<file path="src/rtl/multi_src_ctrl.sv">
// Multi-source capture controller.
// Routes one of N_SRC producer channels into a downstream buffer. Sessions are
// started by start edges and ended by stop edges. A start edge on another channel
// during a session queues that channel as pending. The controller then drains the
// buffer and switches over to the pending channel.
//
// Write handshake: wr_en is a strobe qualified by ~buf_full. A word moves on every
// rising edge of clock where wr_en is high. There is no retry and no back-pressure
// beyond buf_full. In RUN, src_en[sel] equals wr_en, so the producer advances in
// lock-step with each accepted word.
module multi_src_ctrl #(
    parameter  int N_SRC    = 4,
    parameter  int DW       = 16,
    parameter  int DRAIN_TO = 255,
    localparam int SW       = (N_SRC > 2) ? $clog2(N_SRC) : 1
) (
    input  logic                clock,
    input  logic                reset,
    input  logic [N_SRC-1:0]    start,
    input  logic                stop,
    input  logic [N_SRC*DW-1:0] src_data,
    input  logic                buf_full,
    input  logic                buf_empty,
    input  logic                rd_valid,
    output logic [N_SRC-1:0]    src_en,
    output logic                wr_en,
    output logic [DW-1:0]       wr_data,
    output logic [SW-1:0]       sel,
    output logic [3:0]          state_led,
    output logic [15:0]         word_cnt,
    output logic                drain_to
);

    // One-hot encoding doubles as the state_led debug view.
    typedef enum logic [3:0] {
        S_IDLE  = 4'b0001,
        S_RUN   = 4'b0010,
        S_WAIT  = 4'b0100,
        S_DRAIN = 4'b1000
    } state_t;

    localparam logic [15:0] TO_LAST = 16'(DRAIN_TO - 1);

    state_t           state_q, state_d;
    logic [N_SRC-1:0] start_hist_q;
    logic             stop_hist_q;
    logic [SW-1:0]    sel_q, sel_d;
    logic [SW-1:0]    pend_q, pend_d;
    logic             pend_vld_q, pend_vld_d;
    logic [15:0]      word_cnt_q, word_cnt_d;
    logic [15:0]      drain_cnt_q, drain_cnt_d;
    logic             drain_to_q, drain_to_d;

    logic [N_SRC-1:0] start_edge;
    logic             stop_edge;
    logic [N_SRC-1:0] sel_mask;
    logic [N_SRC-1:0] other_edge;
    logic             drain_done;

    // Lowest set bit wins when several channels edge together.
    function automatic logic [SW-1:0] lowest_idx(input logic [N_SRC-1:0] v);
        logic [SW-1:0] idx;
        idx = '0;
        for (int i = N_SRC - 1; i >= 0; i--) begin
            if (v[i]) idx = SW'(i);
        end
        return idx;
    endfunction

    // Edge detection against last cycle's levels, plus a one-hot mask of the active channel.
    always_comb begin
        start_edge = start & ~start_hist_q;
        stop_edge  = stop & ~stop_hist_q;
        for (int i = 0; i < N_SRC; i++) begin
            sel_mask[i] = (sel_q == SW'(i));
        end
        other_edge = start_edge & ~sel_mask;
        drain_done = buf_empty & ~rd_valid;
    end

    // State and datapath registers. History clears on reset, so a start held through release counts as an edge.
    always_ff @(posedge clock or posedge reset) begin
        if (reset) begin
            state_q      <= S_IDLE;
            start_hist_q <= '0;
            stop_hist_q  <= 1'b0;
            sel_q        <= '0;
            pend_q       <= '0;
            pend_vld_q   <= 1'b0;
            word_cnt_q   <= '0;
            drain_cnt_q  <= '0;
            drain_to_q   <= 1'b0;
        end else begin
            state_q      <= state_d;
            start_hist_q <= start;
            stop_hist_q  <= stop;
            sel_q        <= sel_d;
            pend_q       <= pend_d;
            pend_vld_q   <= pend_vld_d;
            word_cnt_q   <= word_cnt_d;
            drain_cnt_q  <= drain_cnt_d;
            drain_to_q   <= drain_to_d;
        end
    end

    // Next-state logic: session start, flow control, channel switch and drain exit/timeout.
    always_comb begin
        state_d     = state_q;
        sel_d       = sel_q;
        pend_d      = pend_q;
        pend_vld_d  = pend_vld_q;
        word_cnt_d  = word_cnt_q + {15'd0, wr_en};
        drain_cnt_d = drain_cnt_q;
        drain_to_d  = 1'b0;

        case (state_q)
            S_IDLE: begin
                // A stop edge in the same cycle does not block the start.
                if (|start_edge) begin
                    sel_d      = lowest_idx(start_edge);
                    word_cnt_d = '0;
                    state_d    = S_RUN;
                end
            end

            S_RUN, S_WAIT: begin
                if (|other_edge) begin
                    pend_d     = lowest_idx(other_edge);
                    pend_vld_d = 1'b1;
                end
                // Stop or a channel switch outranks buf_full flow control.
                if (stop_edge || (|other_edge)) begin
                    state_d     = S_DRAIN;
                    drain_cnt_d = '0;
                end else if (state_q == S_RUN && buf_full) begin
                    state_d = S_WAIT;
                end else if (state_q == S_WAIT && !buf_full) begin
                    state_d = S_RUN;
                end
            end

            S_DRAIN: begin
                drain_cnt_d = drain_cnt_q + 16'd1;
                // A stop cancels any queued switch. Otherwise the newest start edge replaces it.
                if (stop_edge) begin
                    pend_vld_d = 1'b0;
                end else if (|other_edge) begin
                    pend_d     = lowest_idx(other_edge);
                    pend_vld_d = 1'b1;
                end
                // A normal exit beats a timeout landing in the same cycle.
                if (drain_done) begin
                    if (pend_vld_d) begin
                        state_d    = S_RUN;
                        sel_d      = pend_d;
                        pend_vld_d = 1'b0;
                        word_cnt_d = '0;
                    end else begin
                        state_d = S_IDLE;
                    end
                end else if (drain_cnt_q == TO_LAST) begin
                    state_d    = S_IDLE;
                    pend_vld_d = 1'b0;
                    drain_to_d = 1'b1;
                end
            end

            default: begin
                state_d = S_IDLE;
            end
        endcase
    end

    // Outputs: enables follow ~buf_full combinationally, and data is only steered while in RUN.
    always_comb begin
        src_en  = '0;
        wr_en   = 1'b0;
        wr_data = '0;
        if (state_q == S_RUN) begin
            wr_en  = ~buf_full;
            src_en = sel_mask & {N_SRC{~buf_full}};
            for (int i = 0; i < N_SRC; i++) begin
                if (sel_mask[i]) wr_data = src_data[i*DW +: DW];
            end
        end
    end

    assign sel       = sel_q;
    assign state_led = state_q;
    assign word_cnt  = word_cnt_q;
    assign drain_to  = drain_to_q;

endmodule

</file>
<file path="config.mk">
export PLATFORM = sky130hd
export DESIGN_NAME = multi_src_ctrl
export DESIGN_NICKNAME = d
export VERILOG_FILES = /design/src/rtl/multi_src_ctrl.sv
export SDC_FILE = /design/constraint.sdc
export NUM_CORES = 1
export LEC_CHECK = 0
export BUFFER_PORTS_ARGS = -buffer_cell sky130_fd_sc_hd__buf_4
export CAP_MARGIN = 30
export CELL_PAD_IN_SITES_DETAIL_PLACEMENT = 1
export CELL_PAD_IN_SITES_GLOBAL_PLACEMENT = 2
export CORE_MARGIN = 2
export CORE_UTILIZATION = 31
export CTS_CLUSTER_DIAMETER = 200
export DETAILED_ROUTE_END_ITERATION = 7
export GPL_TIMING_DRIVEN = 0
export PLACE_DENSITY_LB_ADDON = 0.3
export SETUP_SLACK_MARGIN = 0.2
export SLEW_MARGIN = 10
export SYNTH_ARGS = -nofsm -noshare
export SYNTH_HDL_FRONTEND = slang
export SYNTH_SLANG_ARGS = --single-unit
</file>
<file path="constraint.sdc">
create_clock -name clock -period 4.9 [get_ports clock]
set_input_delay 0.49 -clock clock [delete_from_list [all_inputs] [get_ports clock]]
set_output_delay 0.49 -clock clock [all_outputs]
set_load 0.05 [all_outputs]
</file>
==> run summary <==
- **ratio of routed vias to standard cells** 5.04
- **netlist area before placement** 3020 sq um
- **final worst-path cycle share** 0.598
- **Final Instance Count excl. Fillers** 569
- **Core Box Area** 9640 sq um
- **mean routed wirelength per cell** 17.1 microns
- **total gr overflow** 0
- **Async S/R FF share, synth** 1.00
- **total power divided by cell area** 443 nW/um^2
- **count of pins over their slew limit** 0
- **clock tree skew after final layout** 0.0146 ns
- **Hold Violations, Final** 0
- **slew at the pin with the worst max-slew slack** 0.849 ns
- **syn_nets** 388
- **Fin Setup TNS** 0 ns
- **met3 capacity usage during global routing** 0.0319
- **portion of total power attributed to combinational logic** 0.559
- **growth of design area from synthesis to finish** 38.1%
- **Worst Hold Class** input port to async pin
- **# IOs** 118
- **highest fanout seen on the critical path** 10
- **clock latency on the worst-skew pair** 0.31 ns
- **Main synth FF type** sky130_fd_sc_hd__dfrtp_1
- **final HPWL from detailed placement** 7800 microns
- **ant diodes** 0
- **EDFF count, synth** 0
- **met2 Track Usage GR** 0.333
- **proportion of synthesized chip area in sequential cells** 0.389
- **Internal Dissipation** 0.983 mW
- **via count of the first global-routing pass** 2938
- **Die Y** 103 microns
- **Yosys reg bits** 47
- **count of maximum capacitance violations** 0
- **startpoint type of the worst setup path** flop
- **slowest stage delay, CP** 0.64 ns
- **Max Clk Rate** 341 MHz
- **final net count** 514
- **maximum number of pins on one net before global-route repair** 32
- **static leakage power** 1.91 nW
- **shortest period the worst path allows** 2.93 ns
- **slowest CP cell** sky130_fd_sc_hd__buf_1
- **number of buffers created by CTS** 5
- **syn avg cell area** 9.79 sq um
- **Fill cells** 1159
- **clock tree from TritonCTS** done
- **Arrival @ worst endpoint** 2.44 ns
- **Initial Util** 0.314
- **net switching power** 0.868 mW
- **Overall Global Routing Usage** 0.183
- **synthesized instance count** 309
- **outcome** completed
- **Synth cell types** 49
- **switching fraction of total power** 0.469
- **root buffer cell** sky130_fd_sc_hd__clkbuf_8
- **number of buffers added to fix hold violations after cts** 0
- **worst max-slew margin expressed relative to the limit** 0.433
- **quantity of gates resized following cts** 0
- **peak ir drop on the vdd network** 0.000204 V
- **share of power burned in the clock network** 0.128
- **DRC Markers** 0
- **Critical Path End Type** primary output
- **number of instances in the placed design** 561
- **routability cong.** 0.815
- **antenna violations before repair** 0
- **footprint of the flip-flops and latches** 1180 sq um
- **total number of vias** 2870
- **classification of the worst setup path** flop to primary output
- **Iter 0 DRT Violations** 64
- **RSZ-0062 raised after global routing** no
- **met1 layer usage reported by global route** 0.227
- **final setup violation count** 0
- **CTS H-tree lvls** 2
- **FP Rows** 36
- **first-pass GRT wire length** 15000 microns
- **most heavily used metal layer in global routing** met2
- **count of buffers inserted at the top-level ports** 117
- **post-layout utilization of the core** 0.433
- **CTS Sinks** 47
- **proportion of power drawn by flip-flops and latches** 0.313
- **number of nets with antenna violations after routing** 0
- **number of post-CTS setup repair buffers** 0
- **WP data required** 4.41 ns
- **Total Die Area** 10600 sq um
- **drt pass-1 iters** 4
- **count of yosys warnings during synthesis** 0
- **die width** 103 microns
- **total routed wirelength** 9750 microns
- **register clock-pin slew on the reported worst setup and hold paths** 0.09 ns
- **clk buf depth** 2
- **area taken by multi-input logic gates** 1760 sq um
- **CP cell instances** buf_2 > buf_1 > mux4_2 > and2_1 > buf_4
- **share of post-route cells with drive strength above 1** 0.369
-- worst max-delay path: cells and delay by family, from the launching register on --
kind / cells / cell delay [ns]
simple gates: 1 / 0.17
flops: 1 / 0.35
mux: 1 / 0.60
buf+inv: 3 / 1.02
-- kinds of logic (layout without fill, tap and decap cells) --
family / after synthesis / in the layout / share of synthesized area
AO/OA/AOI/OAI: 49 / 49 / 0.105
XOR/XNOR: 19 / 19 / 0.0550
AND/OR/NAND/NOR: 151 / 151 / 0.268
buffers and inverters: 18 / 145 / 0.0281
adder cells (fa/ha/maj): 5 / 5 / 0.0207
multiplexers: 20 / 20 / 0.134
flip-flops: 47 / 47 / 0.389
-- per-layer routing --
metal | vias to the layer above | share of wire
met2 | 83 | 0.49
met1 | 1411 | 0.43
li1 | 1370 | -
met3 | 6 | 0.073
met4 | 0 | 0.0082
met5 | - | 0
-- flip-flops by register name, indices dropped and copies added (netlist names) --
signal	flops
drain_cnt_q	16
word_cnt	16
start_hist_q	4
state_led	4
pend_q	2
sel	2
drain_to	1
pend_vld_q	1
stop_hist_q	1
-- cells in the mapped netlist, types with 8 or more instances --
| cell type | count | area (sq um) |
|---|---|---|
| sky130_fd_sc_hd__a21oi_1 | 13 | 65.1 |
| sky130_fd_sc_hd__and2_1 | 17 | 106 |
| sky130_fd_sc_hd__dfrtp_1 | 46 | 1150 |
| sky130_fd_sc_hd__mux4_2 | 16 | 360 |
| sky130_fd_sc_hd__nand2_1 | 24 | 90.1 |
| sky130_fd_sc_hd__nand2b_1 | 8 | 50.1 |
| sky130_fd_sc_hd__nand3_1 | 22 | 110 |
| sky130_fd_sc_hd__nor2_1 | 36 | 135 |
| sky130_fd_sc_hd__nor2b_1 | 10 | 62.6 |
| sky130_fd_sc_hd__o21ai_0 | 11 | 55.1 |
| sky130_fd_sc_hd__xnor2_1 | 8 | 70.1 |
| sky130_fd_sc_hd__xor2_1 | 11 | 96.3 |
-- layout make-up --
cell class / count / area share
multi-input combinational: 244 / 0.422
buffer: 12 / 0.0150
inverter: 6 / 0.00539
tap: 133 / 0.0398
timing repair buffer: 119 / 0.217
clock buffer: 7 / 0.0183
clock inverter: 1 / 0.00120
sequential: 47 / 0.282
-- power groups by stage --
stage               Clock, mW  Combinational [mW]  Sequential, mW
floorplan                   0               0.654           0.649
global placement            0                1.03           0.581
detailed placement          0                1.05           0.588
CTS                     0.247                1.05           0.581
global route            0.258                1.12           0.599
finish                  0.237                1.03           0.580
-- worst paths after layout --
check | from | end | slack [ns] | depth (start not counted)
setup / recovery | sel[0]$_DFFE_PP0P_ | wr_data[6] | 1.97 | 5
hold / removal | reset | drain_cnt_q[2]$_DFFE_PP0P_ | 0.16 | 2
setup reg to reg | sel[0]$_DFFE_PP0P_ | word_cnt[15]$_DFF_PP0_ | 2.40 | 8
hold reg to reg | drain_cnt_q[15]$_DFFE_PP0P_ | drain_cnt_q[15]$_DFFE_PP0P_ | 0.51 | 1
max in group asynchronous | reset | state_led[0]$_DFFE_PP1P_ | 4.17 | 3
min in group clock | start[1] | start_hist_q[1]$_DFF_PP0_ | 0.30 | 1
-- placed cells by master (no fill, tap or decap), drive strengths merged, types with 13 or more instances in the layout --
cell      n
a21oi    14
and2     17
buf     125
clkbuf   13
dfrtp    46
mux4     16
nand2    24
nand3    22
nor2     36
o21ai    14
-- stage by stage --
stage	hold slack [ns]	setup slack (ns)	area (sq um)	power [mW]
floorplan	0.458	1.78	3020	1.30
global route	0.187	1.73	4180	1.98
global placement	0.486	2.12	4070	1.61
detailed placement	0.499	2.24	4100	1.64
finish	0.164	1.97	4180	1.85
CTS	0.171	1.89	4180	1.88
No activity file was read; power rests on OpenSTA's default activity.
